<file path="src/rtl/pair_reader.sv">
// pair_reader: walks a range of even/odd word pairs in a dual-port RAM,
// issues a synchronous read on both ports, and serializes each returned pair
// (port A word, then port B word) onto a valid/ready stream.
module pair_reader #(
  parameter int ADDR_W     = 14,
  parameter int DATA_W     = 16,
  parameter int START_PAIR = 512,
  parameter int END_PAIR   = 640
) (
  input  logic              clk,
  input  logic              reset,
  input  logic              start,
  output logic              rd_en,
  output logic [ADDR_W-1:0] addr_a,
  output logic [ADDR_W-1:0] addr_b,
  input  logic [DATA_W-1:0] q_a,
  input  logic [DATA_W-1:0] q_b,
  output logic [DATA_W-1:0] out_data,
  output logic              out_valid,
  input  logic              out_ready,
  output logic              busy,
  output logic              done
);

  localparam int PAIR_W = ADDR_W - 1;
  localparam logic [PAIR_W-1:0] FIRST_PAIR = PAIR_W'(START_PAIR);
  localparam logic [PAIR_W-1:0] LAST_PAIR  = PAIR_W'(END_PAIR - 1);

  typedef enum logic [2:0] {
    S_IDLE,
    S_READ,
    S_CAPT,
    S_SEND_A,
    S_SEND_B,
    S_FIN
  } state_t;

  state_t              state;
  state_t              state_nx;
  logic [PAIR_W-1:0]   pair;
  logic [PAIR_W-1:0]   pair_nx;
  logic [DATA_W-1:0]   hold_b;
  logic [DATA_W-1:0]   out_data_nx;
  logic                rd_en_nx;
  logic                out_valid_nx;
  logic                busy_nx;
  logic                done_nx;

  // Both RAM addresses are pure wiring from the pair register, so they hold
  // their last value whenever the pair register is not advancing.
  assign addr_a = {pair, 1'b0};
  assign addr_b = {pair, 1'b1};

  // Next-state, pair and stream-data decisions; every output is then derived
  // from the next state so that it can be registered without a combinational
  // path from start or out_ready.
  always_comb begin
    state_nx     = state;
    pair_nx      = pair;
    out_data_nx  = out_data;
    rd_en_nx     = 1'b0;
    out_valid_nx = 1'b0;
    busy_nx      = 1'b0;
    done_nx      = 1'b0;

    case (state)
      S_IDLE: begin
        if (start) begin
          state_nx = S_READ;
          pair_nx  = FIRST_PAIR;
        end
      end
      S_READ: begin
        state_nx = S_CAPT;
      end
      S_CAPT: begin
        // The out_data register doubles as the A holding register: the A
        // word goes straight onto the stream while B waits in hold_b.
        state_nx    = S_SEND_A;
        out_data_nx = q_a;
      end
      S_SEND_A: begin
        if (out_ready) begin
          state_nx    = S_SEND_B;
          out_data_nx = hold_b;
        end
      end
      S_SEND_B: begin
        if (out_ready) begin
          if (pair == LAST_PAIR) begin
            state_nx = S_FIN;
          end else begin
            state_nx = S_READ;
            pair_nx  = pair + PAIR_W'(1);
          end
        end
      end
      S_FIN: begin
        state_nx = S_IDLE;
      end
      default: begin
        state_nx = S_IDLE;
      end
    endcase

    rd_en_nx     = (state_nx == S_READ);
    out_valid_nx = (state_nx == S_SEND_A) || (state_nx == S_SEND_B);
    busy_nx      = (state_nx == S_READ) || (state_nx == S_CAPT) ||
                   (state_nx == S_SEND_A) || (state_nx == S_SEND_B);
    done_nx      = (state_nx == S_FIN);
  end

  // State, pair index and registered outputs; reset drops any partial pair.
  always_ff @(posedge clk or negedge reset) begin
    if (!reset) begin
      state     <= S_IDLE;
      pair      <= FIRST_PAIR;
      rd_en     <= 1'b0;
      out_valid <= 1'b0;
      out_data  <= '0;
      busy      <= 1'b0;
      done      <= 1'b0;
    end else begin
      state     <= state_nx;
      pair      <= pair_nx;
      rd_en     <= rd_en_nx;
      out_valid <= out_valid_nx;
      out_data  <= out_data_nx;
      busy      <= busy_nx;
      done      <= done_nx;
    end
  end

  // Port B word is parked here during the capture cycle until A is accepted.
  always_ff @(posedge clk) begin
    if (state == S_CAPT) begin
      hold_b <= q_b;
    end
  end

endmodule

</file>
<file path="config.mk">
export PLATFORM = sky130hd
export DESIGN_NAME = pair_reader
export DESIGN_NICKNAME = d
export VERILOG_FILES = /design/src/rtl/pair_reader.sv
export SDC_FILE = /design/constraint.sdc
export NUM_CORES = 1
export LEC_CHECK = 0
export CAP_MARGIN = 20
export CORE_MARGIN = 5
export CORE_UTILIZATION = 30
export CTS_CLUSTER_SIZE = 10
export DETAILED_ROUTE_END_ITERATION = 8
export HOLD_SLACK_MARGIN = 0.08
export SKIP_CTS_REPAIR_TIMING = 1
export SLEW_MARGIN = 20
export SYNTH_ARGS = -nofsm -noshare
export SYNTH_HDL_FRONTEND = slang
export SYNTH_SLANG_ARGS = --single-unit
</file>
<file path="constraint.sdc">
create_clock -name clk -period 3.5 [get_ports clk]
set_clock_uncertainty 0.15 [all_clocks]
set_input_delay 0.7 -clock clk [delete_from_list [all_inputs] [get_ports clk]]
set_output_delay 0.7 -clock clk [all_outputs]
set_load 0.01 [all_outputs]
</file>
======== Word-level counts from Yosys, hierarchy flattened ========
Index checks and enable logic that the tools add are counted.
storage, ports and cells
  register bits ........................... 52
  latch bits .............................. 0
  RAM bits ................................ 0
  memory bits (read-only) ................. 0
  output and inout port bits .............. 48
  logic and storage cells ................. 43
  memories kept ........................... 0
cells by class
  $add $sub $neg .......................... 1
  multipliers ............................. 0
  div/mod/pow operators ................... 0
  magnitude comparators ................... 0
  eq/ne operators ......................... 14
  shift-type cells ........................ 0
  mux-type cells .......................... 11
  bitwise gates (word level) .............. 0
  reductions and logical operators ........ 9
operators by type and width
  kind                                              count
  two-way mux 13 bit                                3
  one-hot mux 16 bit (2 select lines)               1
  one-hot mux 13 bit (2 select lines)               1
  two-way mux 16 bit                                1
  one-hot mux 3 bit (5 select lines)                1
  adder 13 x 1 -> 13 bit (second input constant)    1
  == test 13 x 10 -> 1 bit (second input constant)  1
  == test 3 x 2 -> 1 bit (second input constant)    4
  two-way mux 3 bit                                 4
  == test 3 bit (second input constant)             3
  inequality test 2 bit (second input constant)     4
  == test 3 x 1 -> 1 bit (second input constant)    2
  logical OR 1 bit                                  4
  AND reduction 4 bit                               1
  nonzero test 2 bit                                2
  zero test 3 bit                                   1
  AND reduction 2 bit                               1

======== Longest topological paths before layout ========
Gate-level depths: netlist of the first run.
  depth after elaboration ................. 8
  mapped depth ............................ 6
  gate-level depth less buffers ........... 6

======== Worst setup path after synthesis of the first run ========
OpenSTA, ideal clock, no wires.
  kind .................................... flip-flop to flip-flop
  from .................................... reg pair[0]
  to ...................................... reg pair[6]
  setup time .............................. 77 ps
  arrival time ............................ 1,767 ps
  setup slack ............................. 1,506 ps
  stages on the path, launching flop included .. 7
  buffers on the path ..................... 1
  cells stage by stage .................... dfrtp_1 -> ha_1 -> and2_1 -> and4_4 -> buf_6 -> or4_1 -> a21oi_1
between the ends
  longest elaborated chain between the ends .. 4
  elaborated cells on any way between the ends .. 7
  classes of those cells .................. add/sub: 1; eq/ne: 2; mux: 3; reduce/logical: 1
RTL lines
  item                                 RTL line  text
  start: declaration                   40        logic [PAIR_W-1:0] pair;
  start signal: assignment             125       pair <= pair_nx;
  adder 13 x 1 -> 13 bit               94        pair_nx = pair + PAIR_W'(1);
  two-way mux 13 bit                   90        if (pair == LAST_PAIR) begin
  two-way mux 13 bit                   89        if (out_ready) begin
  one-hot mux 13 bit (2 select lines)  66        case (state)
Parallel ways exist; a longest one is shown, timed or not. The select of a mux whose other input is x is not followed.
A chain may end at the register's enable or synchronous reset.

======== Final worst setup path of the first run ========
  from .................................... in out_ready
  to ...................................... reg pair[4]
between the ends
  longest elaborated chain between the ends .. 2
RTL lines
  item                                    RTL line  text
  start: declaration                      20        input logic out_ready,
  inequality test 2 bit (no source line)  n/a
  AND reduction 4 bit (no source line)    n/a
No other way between the ends.

==> impl_metrics.ini, run 1 <==
[layout]
drive_above_1_share_pct = 6.38
syn2layout_area_growth_pct = 35.4
multiInputGateArea_um2 = 863
final_cell_mix = clkdlybuf4s50_1 (80), dfrtp_1 (35), nand2_1 (24)
fill_cells = 761
ff_latch_area_um2 = 1380
final_common_cell = clkdlybuf4s50_1
antenna_cells = 0
final_nets = 318

[timing]
rsz0062_at_grt = false
tightest_slew_ns = 1.05
fmax_mhz = 434
slew_violations = 0
slew_headroom_pct = 29.5
finalSetupTns_ns = 0
fin_crit_ns = 2.30
finalSetupViolCount = 0
final-hold-violation-count = 0
finalCritPeriodShare_pct = 65.9
worst_hold_slack_ns = 0.310

[critical_path]
critPathTopFamily = simple AND/OR/NAND/NOR gates
crit_buf_inv = 1
startpoint_type = input port
slowest_delay_ns = 0.55
arrival_ns = 2.40
crit_chain = clkdlybuf4s50_1 > mux2_2 > nand2_1 > or4_1 > a21oi_1
path_class = in2reg
critPathCaptureType = flip-flop
critPathSlowestCell = clkdlybuf4s50_1
crit_required_ns = 3.59
critPathMaxFanout = 12

[routing]
routed_wl_um = 5280
dr.pass1.iters = 4
first_iter_violations = 71
drt-wirelength-per-cell_um = 13.7
vias = 1779
postRouteAntennaNets = 0
viasPerCell = 4.63
drc = 0

[clocking]
clkTransAtPathRegs_ns = 0.11
h-tree-depth = 2
cts_tree = done
numCtsBuffers = 5
root_buffer = clkbuf_8
clk_latency_ns = 0.32
clock-sinks = 52
cts_max_path_buffers = 2

[min_path]
hold_path_class = in2async

[place]
place_congestion = 0.780
portBuffers = 81
post-dp-hpwl_um = 3930

[pwr]
p_comb_share_pct = 38.6
irDropWorstVdd_mv = 0.321
switchingPower_uw = 767
clkPwrFrac_pct = 16.8
power_frac_seq_pct = 44.6
p_sw_share_pct = 35.3
p_int_uw = 1410
power.density_nw_per_um2 = 659
p_leak_uw = 0.00133

[synthesis]
yosysTopAreaCell = dfrtp_1
syn_area_per_cell_um2 = 11.2
ys_async_sr_fraction_pct = 69.2
synth_edf_count = 16
yosysTopAreaCellShare_pct = 35.9
ys_warn_count = 0
syn_inst = 217
ys_seq_area_share_pct = 56.7
synth_area_leaders = dfrtp_1 (36%), edfxtp_1 (20%), mux2i_1 (7.4%), buf_4 (4.9%), o21ai_0 (4.5%)
synth_ff_type = dfrtp_1
syn-cell-area_um2 = 2440
synth_cell_type_count = 42
ys_ff_latch = 52
syn_nets = 254

[die]
dieArea_um2 = 10000
start_util_pct = 31.3
die_y_um = 100
die_w_um = 100
fp-row-count = 32
coreArea_um2 = 7810
boundaryPins = 84

[grt]
grt.total_usage_pct = 10.4
grt_max_degree = 37
use_met2_pct = 16.4
grt_pass1_wl_um = 8400
grt_pass1_vias = 1743
grt_busiest_layer = met2
grt_overflow_total = 0
grtUsageMet1_pct = 13.2
antenna_found_initial = 0
gr-usage-met3_pct = 4.52

[run]
drv_cap = 0

[run_status]
status = finished clean
[state kept, by name, indices dropped and copies added (netlist names)]
name,cells
hold_b,16
out_valid,1
done,1
out_data,16
pair,13
rd_en,1
busy,1
state,3
[routing by layer]
metal  up-vias  routed length [um]
li1        897                   -
met1       813                2270
met5         -                   0
met4         0                  53
met3         6                 559
met2        63                2390
[path summary, 6_finish.rpt]
kind	cells after the start	slack (ns)	to	startpoint
hold reg to reg	2	0.34	out_data[10]$_DFFE_PN0P_	out_data[10]$_DFFE_PN0P_
max in group asynchronous	1	2.38	out_data[3]$_DFFE_PN0P_	reset
hold / removal	1	0.31	done$_DFF_PN0_	reset
setup / recovery	5	1.20	pair[4]$_DFFE_PN0P_	out_ready
setup reg to reg	3	1.29	out_data[10]$_DFFE_PN0P_	state[2]$_DFF_PN0_
min in group clk	2	0.34	out_data[10]$_DFFE_PN0P_	out_data[10]$_DFFE_PN0P_
[metrics by stage]
stage | instance area (um2) | worst slack (ns) | util [%] | instances | power [uW]
2_1_floorplan | 2440 | 1.51 | - | 217 | 1460
3_3_place_gp | 3210 | 0.917 | 41.1 | 376 | 1840
3_5_place_dp | 3210 | 0.890 | 41.1 | 376 | 1850
4_1_cts | 3300 | 1.20 | 42.3 | 384 | 2220
5_1_grt | 3300 | 1.09 | 42.3 | 384 | 2340
6_report | 3300 | 1.20 | 42.3 | 384 | 2180
[cell type report]
type                    count  area share, %
repair buffers             83           24.8
multi-input cells         135           26.1
flip-flops and latches     52           41.9
clock inverters             3          0.758
inverters                   4          0.455
clock buffers               5           2.08
well taps                 102           3.86
[synthesized netlist by cell type (5+ instances only)]
cell,n
dfrtp_1,35
nand2_1,24
o21ai_0,22
mux2i_1,18
buf_4,16
edfxtp_1,16
a21oi_1,9
nand3_1,6
buf_2,5
nor2_1,5
o31ai_1,5
or4_1,5
[logic make-up after synthesis]
family / count (synthesis) / share of synthesized area, %
and+or+nand+nor: 69 / 16.3
DFF: 52 / 56.7
AOI/OAI and AO/OA: 44 / 10.5
buffers and inverters: 30 / 7.95
muxes: 19 / 7.85
other: 2 / 0.308
adders and majority gates: 1 / 0.513
[power by group through the flow]
stage / Sequential, uW / Clock, uW / Combinational [uW]
finish: 970 / 366 / 841
global route: 999 / 407 / 933
CTS: 973 / 383 / 864
detailed placement: 983 / 0 / 865
global placement: 983 / 0 / 854
floorplan: 980 / 0 / 482
No activity file was read; power rests on OpenSTA's default activity.
==> run 2: changes to the inputs <==
- clock period: 3.5 -> 1.9 ns (I/O delays scaled with it)
==> run 2 against run 1 <==
Net effect:
- global-route usage increased by 1.6 points
- highest routed layer unchanged
- critical path type is now reg2reg
- register-to-register slack worse by 1.2 ns
- routed wire length increased by 17%
- first-iteration DRC count grew 17%
==> impl_metrics.ini, run 2 (synthesis gave the netlist of run 1 again) <==
[layout]
antenna_cells = 0
final_cell_mix = clkdlybuf4s50_1 (62), dfrtp_1 (30), buf_4 (30)
fill_cells = 747
syn2layout_area_growth_pct = 52.5
final_common_cell = clkdlybuf4s50_1
final_nets = 351
stdcell_area_um2 = 3720
largest_registers = hold_b: 16 flops, out_data: 16 flops, pair: 13 flops
fin_cells = 417
drive_above_1_share_pct = 20.6

[timing]
fin_crit_ns = 1.86
finalCritPeriodShare_pct = 97.8
slew_violations = 0
finalSetupViolCount = 0
rsz0062_at_grt = true
worst_hold_slack_ns = 0.334
fmax_mhz = 538
final-hold-violation-count = 0
finalWorstSetupSlack_ns = 0.0412

[min_path]
min_path_cells = 2
hold_end = out_data[14]$_DFFE_PN0P_
min-delay-start = out_data[14]$_DFFE_PN0P_
hold_path_class = reg2reg

[routing]
routed_wl_um = 6170
dr.pass1.iters = 4
drt-wirelength-per-cell_um = 14.8
drc = 0
vias = 1970
viasPerCell = 4.72
first_iter_violations = 83
postRouteAntennaNets = 0

[grt]
grt_busiest_layer = met2
grt_pass1_vias = 1999
grtUsageMet1_pct = 14.9
grt.total_usage_pct = 12.1
grt_overflow_total = 0
gr-usage-met3_pct = 3.13
use_met2_pct = 20.4
grt_max_degree = 33
grt_pass1_wl_um = 9630
antenna_found_initial = 0

[clocking]
clkTransAtPathRegs_ns = 0.10
cts_tree = done
cts_max_path_buffers = 2
clk_latency_ns = 0.30
h-tree-depth = 2
numCtsBuffers = 5
clock-sinks = 52
root_buffer = clkbuf_8

[pwr]
p_leak_uw = 0.00182
power_uw = 4370
p_comb_share_pct = 42.6
clkPwrFrac_pct = 17.5
irDropWorstVdd_mv = 0.574
switchingPower_uw = 1460
power_frac_seq_pct = 39.9
p_sw_share_pct = 33.4
power.density_nw_per_um2 = 1180
p_int_uw = 2910

[place]
place_congestion = 0.811
dpl_cell_area_um2 = 3480
post-place-ws_ns = -0.235
dp.cells = 405
post-dp-hpwl_um = 4580
portBuffers = 81

[critical_path]
crit_buf_inv = 0
path_class = reg2reg
startpoint_type = flip-flop
r2r_start = pair[1]$_DFFE_PN0P_
rr_endpoint = pair[3]$_DFFE_PN0P_
ff2ff_path_depth = 5
critPathCaptureType = flip-flop
slowest_delay_ns = 0.51
critPathSlowestCell = or4_4
arrival_ns = 1.94
reg2reg_slack_ns = 0.04
critPathTopFamily = simple AND/OR/NAND/NOR gates
crit_required_ns = 1.98
critPathMaxFanout = 6
crit_chain = ha_4 > and2_4 > and4_4 > or4_4 > a21oi_2

[die]
start_util_pct = 31.3
coreArea_um2 = 7810
dieArea_um2 = 10000
boundaryPins = 84
fp-row-count = 32
die_w_um = 100
die_y_um = 100

[run_status]
status = finished clean

[run]
drv_cap = 0
==> run 2: cell types whose count changed in the layout (fill, tap and decap cells not counted), moves of 2 or more <==
| cell | before | now |
|---|---|---|
| dlymetal6s2s_1 | 0 | 18 |
| or4_4 | 0 | 2 |
| clkdlybuf4s50_1 | 80 | 62 |
| buf_12 | 0 | 3 |
| or4_1 | 5 | 3 |
| buf_4 | 2 | 30 |
| dfrtp_2 | 0 | 5 |
| dfrtp_1 | 35 | 30 |
| a21oi_2 | 0 | 2 |
| a21oi_1 | 9 | 7 |
| nand2_2 | 0 | 2 |
| inv_6 | 2 | 0 |
| nand2_1 | 24 | 22 |
==> run 2: layer usage <==
| metal | vias to the layer above | wire (um) |
|---|---|---|
| li1 | 967 | - |
| met1 | 942 | 2660 |
| met2 | 55 | 3050 |
| met3 | 6 | 366 |
| met4 | 0 | 93 |
| met5 | - | 0 |
==> run 2: area by class of cell <==
cell class | count | area, um2 | area share (%)
multi-input cells | 136 | 931 | 25.0
clock inverters | 3 | 42.5 | 1.14
inverters | 4 | 15.0 | 0.404
repair buffers | 115 | 1150 | 30.8
clock buffers | 5 | 68.8 | 1.85
flip-flops and latches | 52 | 1390 | 37.3
well taps | 102 | 128 | 3.43
==> run 2: stage by stage <==
| step | TNS, ns | utilization (%) |
|---|---|---|
| 2_1_floorplan | 0 | - |
| 3_3_place_gp | -1.12 | 44.6 |
| 3_5_place_dp | -1.55 | 44.6 |
| 4_1_cts | -0.463 | 46.0 |
| 5_1_grt | -0.0269 | 47.6 |
| 6_report | 0 | 47.6 |
==> run 2: worst max path at each step <==
stage,endpoint,cells past startpoint,startpoint,slack (ns)
2_1_floorplan,pair[6]$_DFFE_PN0P_,6,pair[0]$_DFFE_PN0P_,0.02
3_3_place_gp,pair[5]$_DFFE_PN0P_,5,start,-0.18
3_5_place_dp,pair[5]$_DFFE_PN0P_,5,out_ready,-0.23
4_1_cts,addr_b[10],2,pair[9]$_DFFE_PN1P_,-0.13
5_1_grt,pair[3]$_DFFE_PN0P_,5,pair[0]$_DFFE_PN0P_,-0.009
6_report,pair[3]$_DFFE_PN0P_,5,pair[1]$_DFFE_PN0P_,0.04
==> run 2: power groups by stage <==
| stage | registers [uW] | clock network [uW] | logic [uW] |
|---|---|---|---|
| after floorplan | 1810 | 0 | 889 |
| after global placement | 1760 | 0 | 1850 |
| after detailed placement | 1770 | 0 | 1890 |
| after CTS | 1750 | 792 | 1890 |
| after global routing | 1800 | 833 | 2040 |
| final | 1750 | 764 | 1860 |
==> run 2: worst reg2reg max path, cell delays in order (launching register included) <==
cell     delay [ns]
dfrtp_2        0.43
ha_4           0.18
and2_4         0.15
and4_4         0.22
or4_4          0.51
a21oi_2        0.15
==> run 3: changes to the inputs <==
- ABC_AREA: default -> 1
- CORE_ASPECT_RATIO: default -> 0.7
==> run 3 against run 2 <==
Net effect:
- first-iteration DRC count up 34%
- largest cell class unchanged
- register-to-register slack better by 0.14 ns
- cell count up 21%
- routed wire length up 10%
- critical endpoint is now addr_b[8]
- final area about the same
- setup slack worse by 0.0060 ns
- global-route usage up 0.24 points
- worst hold slack about the same
==> impl_metrics.ini, run 3 <==
[critical_path]
crit_buf_inv = 1
crit_start = pair[7]$_DFFE_PN0P_
arrival_ns = 1.33
ff2ff_path_depth = 8
reg2reg_slack_ns = 0.18
critPathMaxFanout = 7
path_class = reg2out
critPathCapture = addr_b[8]
slowest_delay_ns = 0.59
r2r_start = pair[0]$_DFFE_PN0P_
startpoint_type = flip-flop
critPathCaptureType = output port
cp.depth = 1
critPathSlowestCell = clkdlybuf4s50_1
crit_required_ns = 1.37
crit_chain = clkdlybuf4s50_1
rr_endpoint = pair[10]$_DFFE_PN0P_
critPathTopFamily = buffers and inverters

[routing]
vias = 2222
met2_length_um = 3040
m1WireLength_um = 3340
dr.pass1.iters = 4
first_iter_violations = 111
drc = 0
routed_wl_um = 6800
highest_layer = met4
viasPerCell = 4.39
postRouteAntennaNets = 0
drt-wirelength-per-cell_um = 13.4
wl_met3_um = 351

[clocking]
clock-sinks = 52
clkTransAtPathRegs_ns = 0.06
cts_tree = done
numCtsBuffers = 5
root_buffer = clkbuf_16
cts_max_path_buffers = 2
h-tree-depth = 2
clk_latency_ns = 0.29

[pwr]
power.density_nw_per_um2 = 1290
irDropWorstVdd_mv = 0.579
p_leak_uw = 0.00162

[die]
die_y_um = 88.6
dieArea_um2 = 10800
fp-row-count = 28
start_util_pct = 31.0
die_w_um = 122
boundaryPins = 84
coreArea_um2 = 8550

[synthesis]
syn_area_per_cell_um2 = 8.52
synth_ff_type = dfrtp_1
ys_seq_area_share_pct = 52.2
ys_async_sr_fraction_pct = 69.2
yosysTopAreaCell = dfrtp_1
synth_area_leaders = dfrtp_1 (33%), edfxtp_1 (18%), nand2_1 (14%), o21ai_0 (5.9%), buf_4 (4.8%)
syn_inst = 311
synth_edf_count = 16
ys_top_cells_by_count = nand2_1 (101), dfrtp_1 (35), inv_1 (33), o21ai_0 (31), buf_4 (17)
ys_ff_latch = 52
synth_cell_type_count = 29
yosysTopAreaCellShare_pct = 33.1
ys_warn_count = 0
syn_nets = 348
synth_most_common_cell = nand2_1
syn-cell-area_um2 = 2650

[layout]
final_nets = 422
post-route-util_pct = 43.5
syn2layout_area_growth_pct = 40.5
drive_above_1_share_pct = 11.1
fill_cells = 854
antenna_cells = 0
final_common_cell = nand2_1
final_cell_mix = nand2_1 (101), clkdlybuf4s50_1 (78), inv_1 (33)
largest_registers = hold_b: 16 flops, out_data: 16 flops, pair: 13 flops

[timing]
finalCritPeriodShare_pct = 98.1
worst_hold_slack_ns = 0.335
fmax_mhz = 536
slew_violations = 0
finalSetupViolCount = 0
rsz0062_at_grt = false
fin_crit_ns = 1.86
final-hold-violation-count = 0
finalSetupTns_ns = 0

[grt]
grt.total_usage_pct = 12.3
grt_overflow_total = 0
grt_pass1_wl_um = 10300
grt_max_degree = 37
antenna_found_initial = 0
grt_pass1_vias = 1966

[place]
post-dp-hpwl_um = 5210
portBuffers = 81
place_congestion = 0.826

[min_path]
hold_path_class = reg2reg

[run_status]
status = finished clean

[run]
drv_cap = 0
run 3: kinds of logic (layout without fill, tap and decap cells):
kind of cell | count (synthesis) | count (layout) | share of synthesized area (%)
compound gates | 44 | 44 | 9.35
xor+xnor | 3 | 3 | 0.992
fa+ha+maj | 1 | 1 | 0.472
buf+inv | 59 | 134 | 11.8
flops | 52 | 52 | 52.2
other cells | 2 | 2 | 0.283
simple gates | 150 | 150 | 25.0
run 3: layout make-up:
type                    instances  area, um2  area share, %
multi-input cells             200        956           25.7
well taps                     120        150           4.03
flip-flops and latches         52       1390           37.4
clock buffers                   5        125           3.36
clock inverters                 3       42.5           1.14
repair buffers                 91        926           24.9
inverters                      35        131           3.53
run 3: metrics by stage:
step / setup slack (ns) / total power, uW / instances / cell area (um2)
floorplan: 0.313 / 2940 / 311 / 2650
global route: 0.0000253 / 5150 / 506 / 3720
finish: 0.0353 / 4820 / 506 / 3720
CTS: -0.114 / 4840 / 503 / 3680
global placement: 0.0217 / 3790 / 495 / 3520
detailed placement: 0.0106 / 3820 / 495 / 3520
run 3: worst min path at each step:
stage                                     to  slack [ns]                     start  cells after the start
detailed placement        state[1]$_DFF_PN0_        0.31                     reset                      2
CTS                       state[1]$_DFF_PN0_       0.001                     reset                      2
floorplan                     busy$_DFF_PN0_       -0.07                     reset                      0
global placement          state[1]$_DFF_PN0_        0.30                     reset                      2
global route        out_data[12]$_DFFE_PN0P_        0.35  out_data[12]$_DFFE_PN0P_                      2
finish               out_data[2]$_DFFE_PN0P_        0.33   out_data[2]$_DFFE_PN0P_                      2
run 3: power breakdown:
part           switching [uW]  internal, uW  total, uW  leakage [uW]
sequential                249          1580       1830      0.000601
combinational            1090           902       1990      0.000941
clock                     380           619        999     0.0000814
run 3: per-layer routing:
layer	track usage, %	vias to the layer above
li1	-	1118
met1	18.7	1043
met2	17.5	56
met3	2.62	5
met4	3.46	0
met5	0	-
